`src/rtl/mips_pkg.sv`:
```
// rtl/mips_pkg.sv - shared MIPS core constants and hazard unit state type
package mips_pkg;

    localparam int REG_ADDR_W = 5;
    localparam logic [REG_ADDR_W-1:0] REG_ZERO = 5'd0;

    localparam int MD_LATENCY_DEFAULT = 4;
    localparam int MD_CNT_W = 4;

    typedef enum logic [0:0] {
        IDLE   = 1'b0,
        MD_RUN = 1'b1
    } md_state_e;

    // Initial down-counter value for a mult/div of the given EX occupancy.
    function automatic logic [MD_CNT_W-1:0] md_cnt_init(input int latency);
        return MD_CNT_W'(latency - 1);
    endfunction

endpackage

```
`src/rtl/sat_counter.sv`:
```
// rtl/sat_counter.sv - saturating up-counter with increment enable
module sat_counter #(
    parameter int W = 16
) (
    input  logic         clk,
    input  logic         rst_n,
    input  logic         inc,
    output logic [W-1:0] count
);

    logic [W-1:0] count_q;
    logic [W-1:0] count_d;

    // Increment when enabled, holding at all-ones instead of wrapping.
    always_comb begin
        count_d = count_q;
        if (inc && (count_q != {W{1'b1}})) begin
            count_d = count_q + W'(1);
        end
    end

    // Count register.
    always_ff @(posedge clk or negedge rst_n) begin
        if (!rst_n) begin
            count_q <= '0;
        end else begin
            count_q <= count_d;
        end
    end

    assign count = count_q;

endmodule

```
`src/rtl/hazard_stall_unit.sv`:
```
// rtl/hazard_stall_unit.sv - load-use / mult-div stall and branch flush control
module hazard_stall_unit
    import mips_pkg::*;
#(
    parameter int MD_LATENCY = MD_LATENCY_DEFAULT,
    parameter int CNT_W      = 16
) (
    input  logic                  clk,
    input  logic                  rst_n,
    input  logic                  id_ex_mem_read,
    input  logic [REG_ADDR_W-1:0] id_ex_write_reg_addr,
    input  logic [REG_ADDR_W-1:0] if_id_instr_rs,
    input  logic [REG_ADDR_W-1:0] if_id_instr_rt,
    input  logic                  if_id_uses_rt,
    input  logic                  if_id_reads_hilo,
    input  logic                  if_id_is_md,
    input  logic                  md_start,
    input  logic                  branch_taken,
    output logic                  pc_write,
    output logic                  if_id_write,
    output logic                  id_ex_bubble,
    output logic                  if_id_flush,
    output logic                  md_busy,
    output logic [CNT_W-1:0]      stall_cycles
);

    localparam logic [MD_CNT_W-1:0] MD_CNT_START = md_cnt_init(MD_LATENCY);

    md_state_e           state_q;
    md_state_e           state_d;
    logic [MD_CNT_W-1:0] md_cnt_q;
    logic [MD_CNT_W-1:0] md_cnt_d;

    logic load_use;
    logic md_hazard;
    logic stall;
    logic stall_count_inc;

    // Track mult/div EX occupancy; a start while already running is ignored
    // because the issuing instruction would have been held in ID.
    always_comb begin
        state_d  = state_q;
        md_cnt_d = md_cnt_q;
        case (state_q)
            IDLE: begin
                if (md_start) begin
                    state_d  = MD_RUN;
                    md_cnt_d = MD_CNT_START;
                end
            end
            MD_RUN: begin
                if (md_cnt_q == MD_CNT_W'(1)) begin
                    state_d  = IDLE;
                    md_cnt_d = '0;
                end else begin
                    md_cnt_d = md_cnt_q - MD_CNT_W'(1);
                end
            end
            default: begin
                state_d  = IDLE;
                md_cnt_d = '0;
            end
        endcase
    end

    // Mult/div state registers.
    always_ff @(posedge clk or negedge rst_n) begin
        if (!rst_n) begin
            state_q  <= IDLE;
            md_cnt_q <= '0;
        end else begin
            state_q  <= state_d;
            md_cnt_q <= md_cnt_d;
        end
    end

    assign md_busy = (state_q == MD_RUN);

    // Hazard detection and pipeline control; a taken branch squashes the
    // wrong-path instruction in ID, so it wins over any stall.
    always_comb begin
        load_use = id_ex_mem_read
                && (id_ex_write_reg_addr != REG_ZERO)
                && ((id_ex_write_reg_addr == if_id_instr_rs)
                    || (if_id_uses_rt && (id_ex_write_reg_addr == if_id_instr_rt)));
        md_hazard = md_busy && (if_id_reads_hilo || if_id_is_md);
        stall     = load_use || md_hazard;

        pc_write     = 1'b1;
        if_id_write  = 1'b1;
        id_ex_bubble = 1'b0;
        if_id_flush  = 1'b0;
        if (branch_taken) begin
            id_ex_bubble = 1'b1;
            if_id_flush  = 1'b1;
        end else if (stall) begin
            pc_write     = 1'b0;
            if_id_write  = 1'b0;
            id_ex_bubble = 1'b1;
        end
        stall_count_inc = stall && !branch_taken;
    end

    sat_counter #(
        .W(CNT_W)
    ) u_stall_counter (
        .clk  (clk),
        .rst_n(rst_n),
        .inc  (stall_count_inc),
        .count(stall_cycles)
    );

endmodule
```
`config.mk`:
```
export PLATFORM = sky130hd
export DESIGN_NAME = hazard_stall_unit
export DESIGN_NICKNAME = d
export VERILOG_FILES = /design/src/rtl/mips_pkg.sv /design/src/rtl/sat_counter.sv /design/src/rtl/hazard_stall_unit.sv
export SDC_FILE = /design/constraint.sdc
export NUM_CORES = 1
export LEC_CHECK = 0
export BUFFER_PORTS_ARGS = -buffer_cell sky130_fd_sc_hd__buf_2
export CELL_PAD_IN_SITES_DETAIL_PLACEMENT = 0
export CELL_PAD_IN_SITES_GLOBAL_PLACEMENT = 1
export CORE_MARGIN = 2
export CORE_UTILIZATION = 39
export CTS_CLUSTER_DIAMETER = 150
export DETAILED_ROUTE_END_ITERATION = 8
export PLACE_DENSITY = 0.93
export RECOVER_POWER = 50
export SYNTH_ARGS = -nofsm -noshare
export SYNTH_HDL_FRONTEND = slang
export SYNTH_SLANG_ARGS = --single-unit
```
`constraint.sdc`:
```
create_clock -name clk -period 3.1 [get_ports clk]
set_input_delay 0.62 -clock clk [delete_from_list [all_inputs] [get_ports clk]]
set_output_delay 0.62 -clock clk [all_outputs]
set_load 0.1 [all_outputs]
```
==> impl_metrics.toml <==
[status]
outcome = "complete, no violations"

[synthesis]
synth_area_per_cell_um2 = 9.72
ys_ff_latch = 21
synth_top_cell_by_area = "dfrtp_1"
synth_ff_type = "dfrtp_1"
synth_area_mm2 = 0.00123
synthArstFlopShare_pct = 100
yosys.cell_count.top_type = "dfrtp_1"
synth_edf_count = 0
synth_area_leaders = "dfrtp_1 (43%), xnor2_1 (9.2%), xor2_1 (5.7%)"
ys_types = 36
synthTopCellsByCount = "dfrtp_1 (21), xnor2_1 (13), nand2_1 (12), nor2_1 (10), nand3_1 (9)"
ys_warn_count = 0
synth_cells = 127
syn_nets = 153
ys_seq_area_share_pct = 42.6
yosysTopAreaCellShare_pct = 42.6

[final_layout]
drive_gt1_share_pct = 32.0
multiInputGateArea_um2 = 697
syn_to_final_growth_pct = 27.6
nFillCells = 281
regArea_um2 = 526
fin_cells = 216
antennaDiodeCount = 0
nNetsFinal = 199

[placement]
dpl_worst_slack_ns = 0.429
placed_cells = 212
dp_hpwl_um = 2010
portBuffers = 43
gp_congestion = 0.864

[cts]
cts_tree = "yes"
cts_buffers = 3
path_clk_slew_ns = 0.11
post-cts-setup-buffers = 0
clk-insertion-delay-late_ns = 0.30
h-tree-depth = 1
cts_buffer_depth = 2
holdBufCountCts = 0
clkSinkCount = 21
ctsResizeCount = 0
root_buffer = "clkbuf_4"

[timing]
finalSetupViolCount = 0
slew_headroom_pct = 22.0
worst_slew_pin_slew_ns = 1.17
finalHoldViolCount = 0
rsz0062_at_grt = "no"
clock_skew_ns = 0.00454
max_freq_mhz = 375
slew_violations = 0
min_period_ns = 2.66
tns_ns = 0
hold_ws_ns = 0.490
layout_setup_ws_ns = 0.436
fin_crit_sh_pct = 86.0

[global_route]
grtUsageMet1_pct = 18.4
met3_usage_pct = 3.90
grt_max_degree = 22
met2_usage_pct = 25.6
grt_antenna_before_repair = 0
grt_pass1_vias = 981
grt_pass1_wl_um = 4120
gr-total-overflow = 0
grt_usage_pct = 15.0
grt_busiest_layer = "met2"

[drt]
vias = 1075
dr.pass1.iters = 4
remaining_drc_errors = 0
vias_per_cell = 4.98
drt_iter0_markers = 26
drtAntennaViolNets = 0
post_drt_wl_per_cell_um = 11.6
wirelength_um = 2500

[job]
maxCapViolations = 0

[power_and_ir_drop]
power_frac_comb_pct = 57.3
ir_drop_mv = 0.788
internal_power_mw = 0.573
clkPwrFrac_pct = 9.8
leakage_nw = 0.758
p_sw_mw = 0.732
sequentialPowerShare_pct = 32.9
swShare_pct = 56.1
powerDensity_mw_per_mm2 = 829

[die]
pin_count = 44
core_area_mm2 = 0.00303
start_util_pct = 40.8
die_area_mm2 = 0.00363
fp-row-count = 20
die_h_um = 60.3
die_w_um = 60.3

[critical_path]
path_max_fanout = 3
critPathRequiredTime_ns = 2.48
worstSetupPathType = "in -> out"
start_kind = "primary input"
crit_path_end_kind = "primary output"
cp.arrival_ns = 2.04

[worst_hold_path]
holdCritPathClass = "in -> async"
-- layer usage --
layer | wire [um] | vias up
li1 | - | 536
met1 | 1130 | 511
met2 | 1260 | 26
met3 | 101 | 2
met4 | 10 | 0
met5 | 0 | -
-- layout by cell type, fill, tap and decap left out, types with 5 or more instances in the layout --
cell type and n:
o21ai_0 5, xnor2_1 8, xor2_1 8, xnor2_2 5, nand3_1 9, nor3_1 6
nor2_1 10, dfrtp_1 21, inv_1 5, buf_2 35, nand2_1 12, clkbuf_1 7
-- power by group through the flow --
stage | Combinational [mW] | Sequential [mW] | Clock [mW]
after floorplan | 0.277 | 0.762 | 0
after global placement | 0.749 | 0.428 | 0
after detailed placement | 0.756 | 0.435 | 0
after CTS | 0.757 | 0.430 | 0.135
after global routing | 0.789 | 0.445 | 0.151
final | 0.748 | 0.430 | 0.128
-- stage by stage --
step,cell area (um^2),power [mW],utilization [%]
finish,1580,1.31,52.0
global route,1580,1.38,52.0
CTS,1580,1.32,52.3
floorplan,1270,1.04,-
detailed placement,1560,1.19,51.4
global placement,1560,1.18,51.4
-- worst max-delay path: stages --
cell,delay (ns)
buf_2,0.13
or4_1,0.53
o21ai_2,0.18
or2b_1,0.12
o22a_1,0.24
buf_12,0.21
-- worst paths after layout --
check	startpoint	end	slack, ns	cells after the start
max reg2reg	u_stall_counter.count[0]$_DFFE_PN0P_	u_stall_counter.count[1]$_DFFE_PN0P_	0.92	6
min reg2reg	u_stall_counter.count[8]$_DFFE_PN0P_	u_stall_counter.count[8]$_DFFE_PN0P_	0.51	1
max in group asynchronous	rst_n	u_stall_counter.count[0]$_DFFE_PN0P_	1.95	1
min	rst_n	u_stall_counter.count[11]$_DFFE_PN0P_	0.49	1
min in group clk	u_stall_counter.count[8]$_DFFE_PN0P_	u_stall_counter.count[8]$_DFFE_PN0P_	0.51	1
max	id_ex_write_reg_addr[1]	if_id_write	0.44	6
-- registers in the layout (all words and copies together), names as in the netlist --
register               count
u_stall_counter.count     16
md_busy                    1
md_cnt_q                   4
-- cell type report --
class	instances	share of cell area, %
Tap cell	44	3.49
Sequential cell	21	33.4
Clock buffer	4	1.67
Timing Repair Buffer	45	16.0
Multi-Input combinational cell	97	44.2
Inverter	5	1.19
-- cell families after synthesis --
kind of cell / after synthesis / share of synthesized area, %
mux: 3 / 3.34
simple gates: 50 / 20.5
flops: 21 / 42.6
compound gates: 20 / 11.7
fa+ha+maj: 3 / 3.04
buf+inv: 9 / 4.05
xor+xnor: 21 / 14.9
No activity file was read; power rests on OpenSTA's default activity.
